$ cat config.mk
export PLATFORM = sky130hd
export DESIGN_NAME = reg_bank_32x32
export DESIGN_NICKNAME = d
export VERILOG_FILES = /design/src/rtl/reg_bank_32x32.sv
export SDC_FILE = /design/constraint.sdc
export NUM_CORES = 2
export LEC_CHECK = 0
export CAP_MARGIN = 20
export CORE_AREA = 8 8 422 424
export DETAILED_ROUTE_END_ITERATION = 16
export DIE_AREA = 0 0 430 432
export SYNTH_ARGS = -nofsm -noshare
export SYNTH_HDL_FRONTEND = slang
export SYNTH_SLANG_ARGS = --single-unit
$ cat constraint.sdc
create_clock -name clk -period 111.4 [get_ports clk]
set_clock_uncertainty 0.05 [all_clocks]
set_input_delay 22.28 -clock clk [delete_from_list [all_inputs] [get_ports clk]]
set_output_delay 22.28 -clock clk [all_outputs]
set_load 0.02 [all_outputs]
$ cat src/rtl/reg_bank_32x32.sv
// Purpose: 32x32-bit register bank (r0 hardwired to zero) with a per-register busy scoreboard.
// Latency: writes and busy set/clear are visible one clk edge later; rsv_stall is combinational.
// Backpressure: rsv_stall refuses a reservation of an already-busy register; writes never stall.
// Optional feature: define REG_BANK_SCOREBOARD_EN to build the busy scoreboard; otherwise busy and rsv_stall are zero.
module reg_bank_32x32 (
   input  logic        clk,
   input  logic        rst,
   input  logic        wr_en,
   input  logic [4:0]  wr_addr,
   input  logic [31:0] wr_data,
   input  logic        rsv_en,
   input  logic [4:0]  rsv_addr,
   output logic        rsv_stall,
   output logic [31:0] busy,
   output logic [31:0] Q0,
   output logic [31:0] Q1,
   output logic [31:0] Q2,
   output logic [31:0] Q3,
   output logic [31:0] Q4,
   output logic [31:0] Q5,
   output logic [31:0] Q6,
   output logic [31:0] Q7,
   output logic [31:0] Q8,
   output logic [31:0] Q9,
   output logic [31:0] Q10,
   output logic [31:0] Q11,
   output logic [31:0] Q12,
   output logic [31:0] Q13,
   output logic [31:0] Q14,
   output logic [31:0] Q15,
   output logic [31:0] Q16,
   output logic [31:0] Q17,
   output logic [31:0] Q18,
   output logic [31:0] Q19,
   output logic [31:0] Q20,
   output logic [31:0] Q21,
   output logic [31:0] Q22,
   output logic [31:0] Q23,
   output logic [31:0] Q24,
   output logic [31:0] Q25,
   output logic [31:0] Q26,
   output logic [31:0] Q27,
   output logic [31:0] Q28,
   output logic [31:0] Q29,
   output logic [31:0] Q30,
   output logic [31:0] Q31
);

   // Storage exists only for r1..r31; r0 is a constant.
   logic [31:1][31:0] regs_q;
   logic [31:1][31:0] regs_d;
   logic              wr_hit;

   assign wr_hit = wr_en && (wr_addr != 5'd0);

   // Next register contents: load wr_data into the addressed register, r0 writes dropped.
   always_comb begin
      regs_d = regs_q;
      if (wr_hit) begin
         regs_d[wr_addr] = wr_data;
      end
   end

   // Register storage with asynchronous clear.
   always_ff @(posedge clk or posedge rst) begin
      if (rst) begin
         regs_q <= '0;
      end else begin
         regs_q <= regs_d;
      end
   end

`ifdef REG_BANK_SCOREBOARD_EN
   logic [31:0] busy_q;
   logic [31:0] busy_d;

   // Stall only depends on the current busy state, never on the same-cycle write.
   assign rsv_stall = rsv_en && busy_q[rsv_addr] && (rsv_addr != 5'd0);

   // Scoreboard update: clear on write-back first, then set on accepted reserve so the reservation wins.
   always_comb begin
      busy_d = busy_q;
      if (wr_hit) begin
         busy_d[wr_addr] = 1'b0;
      end
      if (rsv_en && (rsv_addr != 5'd0) && !rsv_stall) begin
         busy_d[rsv_addr] = 1'b1;
      end
      busy_d[0] = 1'b0;
   end

   // Busy flags with asynchronous clear.
   always_ff @(posedge clk or posedge rst) begin
      if (rst) begin
         busy_q <= '0;
      end else begin
         busy_q <= busy_d;
      end
   end

   assign busy = busy_q;
`else
   // Without the scoreboard the reserve port is inert.
   logic unused_rsv;
   assign unused_rsv = ^{rsv_en, rsv_addr};
   assign busy       = 32'h0;
   assign rsv_stall  = 1'b0;
`endif

   assign Q0  = 32'h0;
   assign Q1  = regs_q[1];
   assign Q2  = regs_q[2];
   assign Q3  = regs_q[3];
   assign Q4  = regs_q[4];
   assign Q5  = regs_q[5];
   assign Q6  = regs_q[6];
   assign Q7  = regs_q[7];
   assign Q8  = regs_q[8];
   assign Q9  = regs_q[9];
   assign Q10 = regs_q[10];
   assign Q11 = regs_q[11];
   assign Q12 = regs_q[12];
   assign Q13 = regs_q[13];
   assign Q14 = regs_q[14];
   assign Q15 = regs_q[15];
   assign Q16 = regs_q[16];
   assign Q17 = regs_q[17];
   assign Q18 = regs_q[18];
   assign Q19 = regs_q[19];
   assign Q20 = regs_q[20];
   assign Q21 = regs_q[21];
   assign Q22 = regs_q[22];
   assign Q23 = regs_q[23];
   assign Q24 = regs_q[24];
   assign Q25 = regs_q[25];
   assign Q26 = regs_q[26];
   assign Q27 = regs_q[27];
   assign Q28 = regs_q[28];
   assign Q29 = regs_q[29];
   assign Q30 = regs_q[30];
   assign Q31 = regs_q[31];

endmodule

==> results.md <==
- Layout area overhead: 42.6%
- # rows: ~150
- WP data arrival: ~27 ns
- Htree depth: 3
- CTS tree: built
- Commonest non-fill, non-tap cell in the layout: clkdlybuf4s50_1
- Die area: 0.186 mm2
- Unrepaired setup endpoints after global routing: false
- First-pass detailed-route iteration total: 7
- FF-to-FF End: Q17[23]
- CTS Buf Count: 108
- Reg clk slew, reported paths: around 0.060 ns
- Startpoint Class: input pin
- Critical-path top delay cell: buf_4
- Count of state elements after synthesis: ~1000
- Wire length per cell: 26.9 um
- DR DRC count: 0
- Fillers: about 17000
- Worst-path cell chain: clkdlybuf4s50_1 -> inv_8 -> buf_4 -> buf_12 -> buf_4 -> buf_12
- Max Clock Freq: about 0.039 GHz
- Final Hold Viols: 0
- Clock sinks: slightly below 1000
- WS Path Type: input pin to asynchronous set/reset pin
- Met3 WL post-DR: 11100 um
- Post-synthesis cell type count: 21
- Port Buffers: 1031
- Outcome: completed
- Metal2 WL: roughly 76000 um
- Power density cells: between 20 and 25 mW/mm2
- Starting Density: approximately 22%
- Post-CTS Hold Buffers: 0
- Antenna Nets Post-Route: 0
- Cells after Synth: between 2000 and 2500
- Die X: between 400 and 500 um
- Top_reg_cell synth: dfrtp_1
- Slew Limit Fails: 0
- Sequential fraction of the synthesis area: 65.6%
- Crit Path Max Fanout: 164
- FFs w/ async S/R, synth: between 90% and 100%
- Post-route cell area: approximately 0.054 mm2
- Setup TNS: 0 ns
- Yosys warning total: 0
- Largest net degree at the start of global routing: around 170
- Min-delay worst type: flip-flop to flip-flop
- Maximum root-to-sink buffer count: 3
- R2R cell count: 1
- Non-Filler Instances: about 5600
- CP required: around 110 ns
- Layout cells sized above 1: 37.7%
- Post-synth EDFFs: 0
- Mapped cell area: ~0.038 mm2
- First DRT Iteration DRCs: approximately 1100
- Register area: roughly 0.025 mm2
- Via Count: 23300
- CTS resizes: 0
- HPWL Detailed: just over 100000 um
- Vias in the first global route: 24600
- Flop-to-flop setup slack: around 110 ns
- Buf/Inv on CP: 6
- Final setup viols: 0
- # IOs: roughly 1100
- Power consumption: around 0.0012 W
- Routability cong.: 0.730
- Max-slew headroom: 24.2%
- CP max stage delay: ~0.86 ns
- Synthesized area per cell: 16.5 um2
- Hold depth: 1
- Post-CTS setup buffer count: 0
- Leak Pwr: about 24 nW
- Most frequent cells in the layout: clkdlybuf4s50_1 (1004), dfrtp_1 (992), mux2_2 (928)
- Crit path capture type: asynchronous set/reset pin
- Least-Margin Pin Slew: roughly 1.1 ns
- Routed WL: about 150000 um
- Max-Cap Viols: 0
- Total GRT Usage: 15.5%
- Reg2reg start: Q17[23]
- Hold Path End: Q18[31]
- Placed cell area: a little over 0.05 mm2
- Tmin final: 25.84 ns
- First-pass GRT wire length: 206000 um
- Nets@finish: roughly 3300
- M1 WL: about 58000 um
- Top layer in use: met5
- Root Buffer: clkbuf_16
- Hold_sp: Q18[31]
- Vias per cell: between 4 and 5
- Initial antenna violation count: 16
- Delay-heaviest family, CP: buffers and inverters
- Dpl cells: between 5000 and 6000
- Die H: between 400 and 500 um
- Multi-input logic area: ~0.012 mm2
- Gr ovfl total: 0
- Worst vdd ir: between 0.000015 and 0.00002 V
- Core ar.: about 0.17 mm2
- Worst-Skew Late Latency: about 0.7 ns
- Final cycle utilization of the critical path: between 20% and 30%
stage by stage:
step | hold WS, ns | utilization (%) | setup slack (ns)
floorplan | 0.559 | - | 61.16
global route | 0.453 | 31.6 | 84.96
detailed placement | 0.432 | 29.4 | 84.59
CTS | 0.449 | 31.5 | 85.46
finish | 0.452 | 31.6 | 85.56
global placement | 0.420 | 29.4 | 84.66
worst max path at each step:
stage                     slack [ns]  endpoint  startpoint  depth (start not counted)
after floorplan                61.16    Q10[0]         rst                          1
after global placement         84.66    Q25[2]         rst                          6
after detailed placement       84.59    Q22[2]         rst                          6
after CTS                      85.46    Q28[1]         rst                          6
after global routing           84.96    Q28[1]         rst                          6
final                          85.56    Q28[1]         rst                          6
logic make-up after synthesis:
family        share of synthesized area [%]
mux                                    30.1
simple gates                          0.668
buf+inv                                3.64
flops                                  65.6
other cells                         0.00991
metal layers:
layer  vias to the layer above  track usage, %
met3                       234            5.07
met1                     12500            17.7
met2                       760            27.1
met5                         -               0
li1                       9823               -
met4                         8            5.92
where the power goes:
part           leakage, nW  switching, W  internal (W)
Combinational         9.44      0.000182      0.000171
Sequential            12.7     0.0000355      0.000431
Clock                 1.80      0.000155      0.000212
area by class of cell:
type,instances,area share (%)
Tap cell,2233,5.18
Sequential cell,992,46.0
Multi-Input combinational cell,1102,22.4
Inverter,1,0.0209
Clock inverter,38,0.818
Clock buffer,164,5.95
Timing Repair Buffer,1078,19.6
Antenna cell,7,0.0324
cells in the mapped netlist (2+ instances only):
cell | n | area [um2]
and4bb_2 | 3 | 37.5
buf_2 | 91 | 455
buf_4 | 65 | 488
buf_6 | 6 | 67.6
clkbuf_1 | 97 | 364
dfrtp_1 | 992 | 24800
mux2_1 | 4 | 45.0
mux2_2 | 928 | 10500
mux2_4 | 60 | 901
nand2_1 | 12 | 45.0
nand2b_1 | 3 | 18.8
nand3_1 | 4 | 20.0
nand4b_1 | 3 | 26.3
nor2_1 | 13 | 48.8
nor2b_1 | 2 | 12.5
or3_1 | 2 | 12.5
No activity file was read; power rests on OpenSTA's default activity.
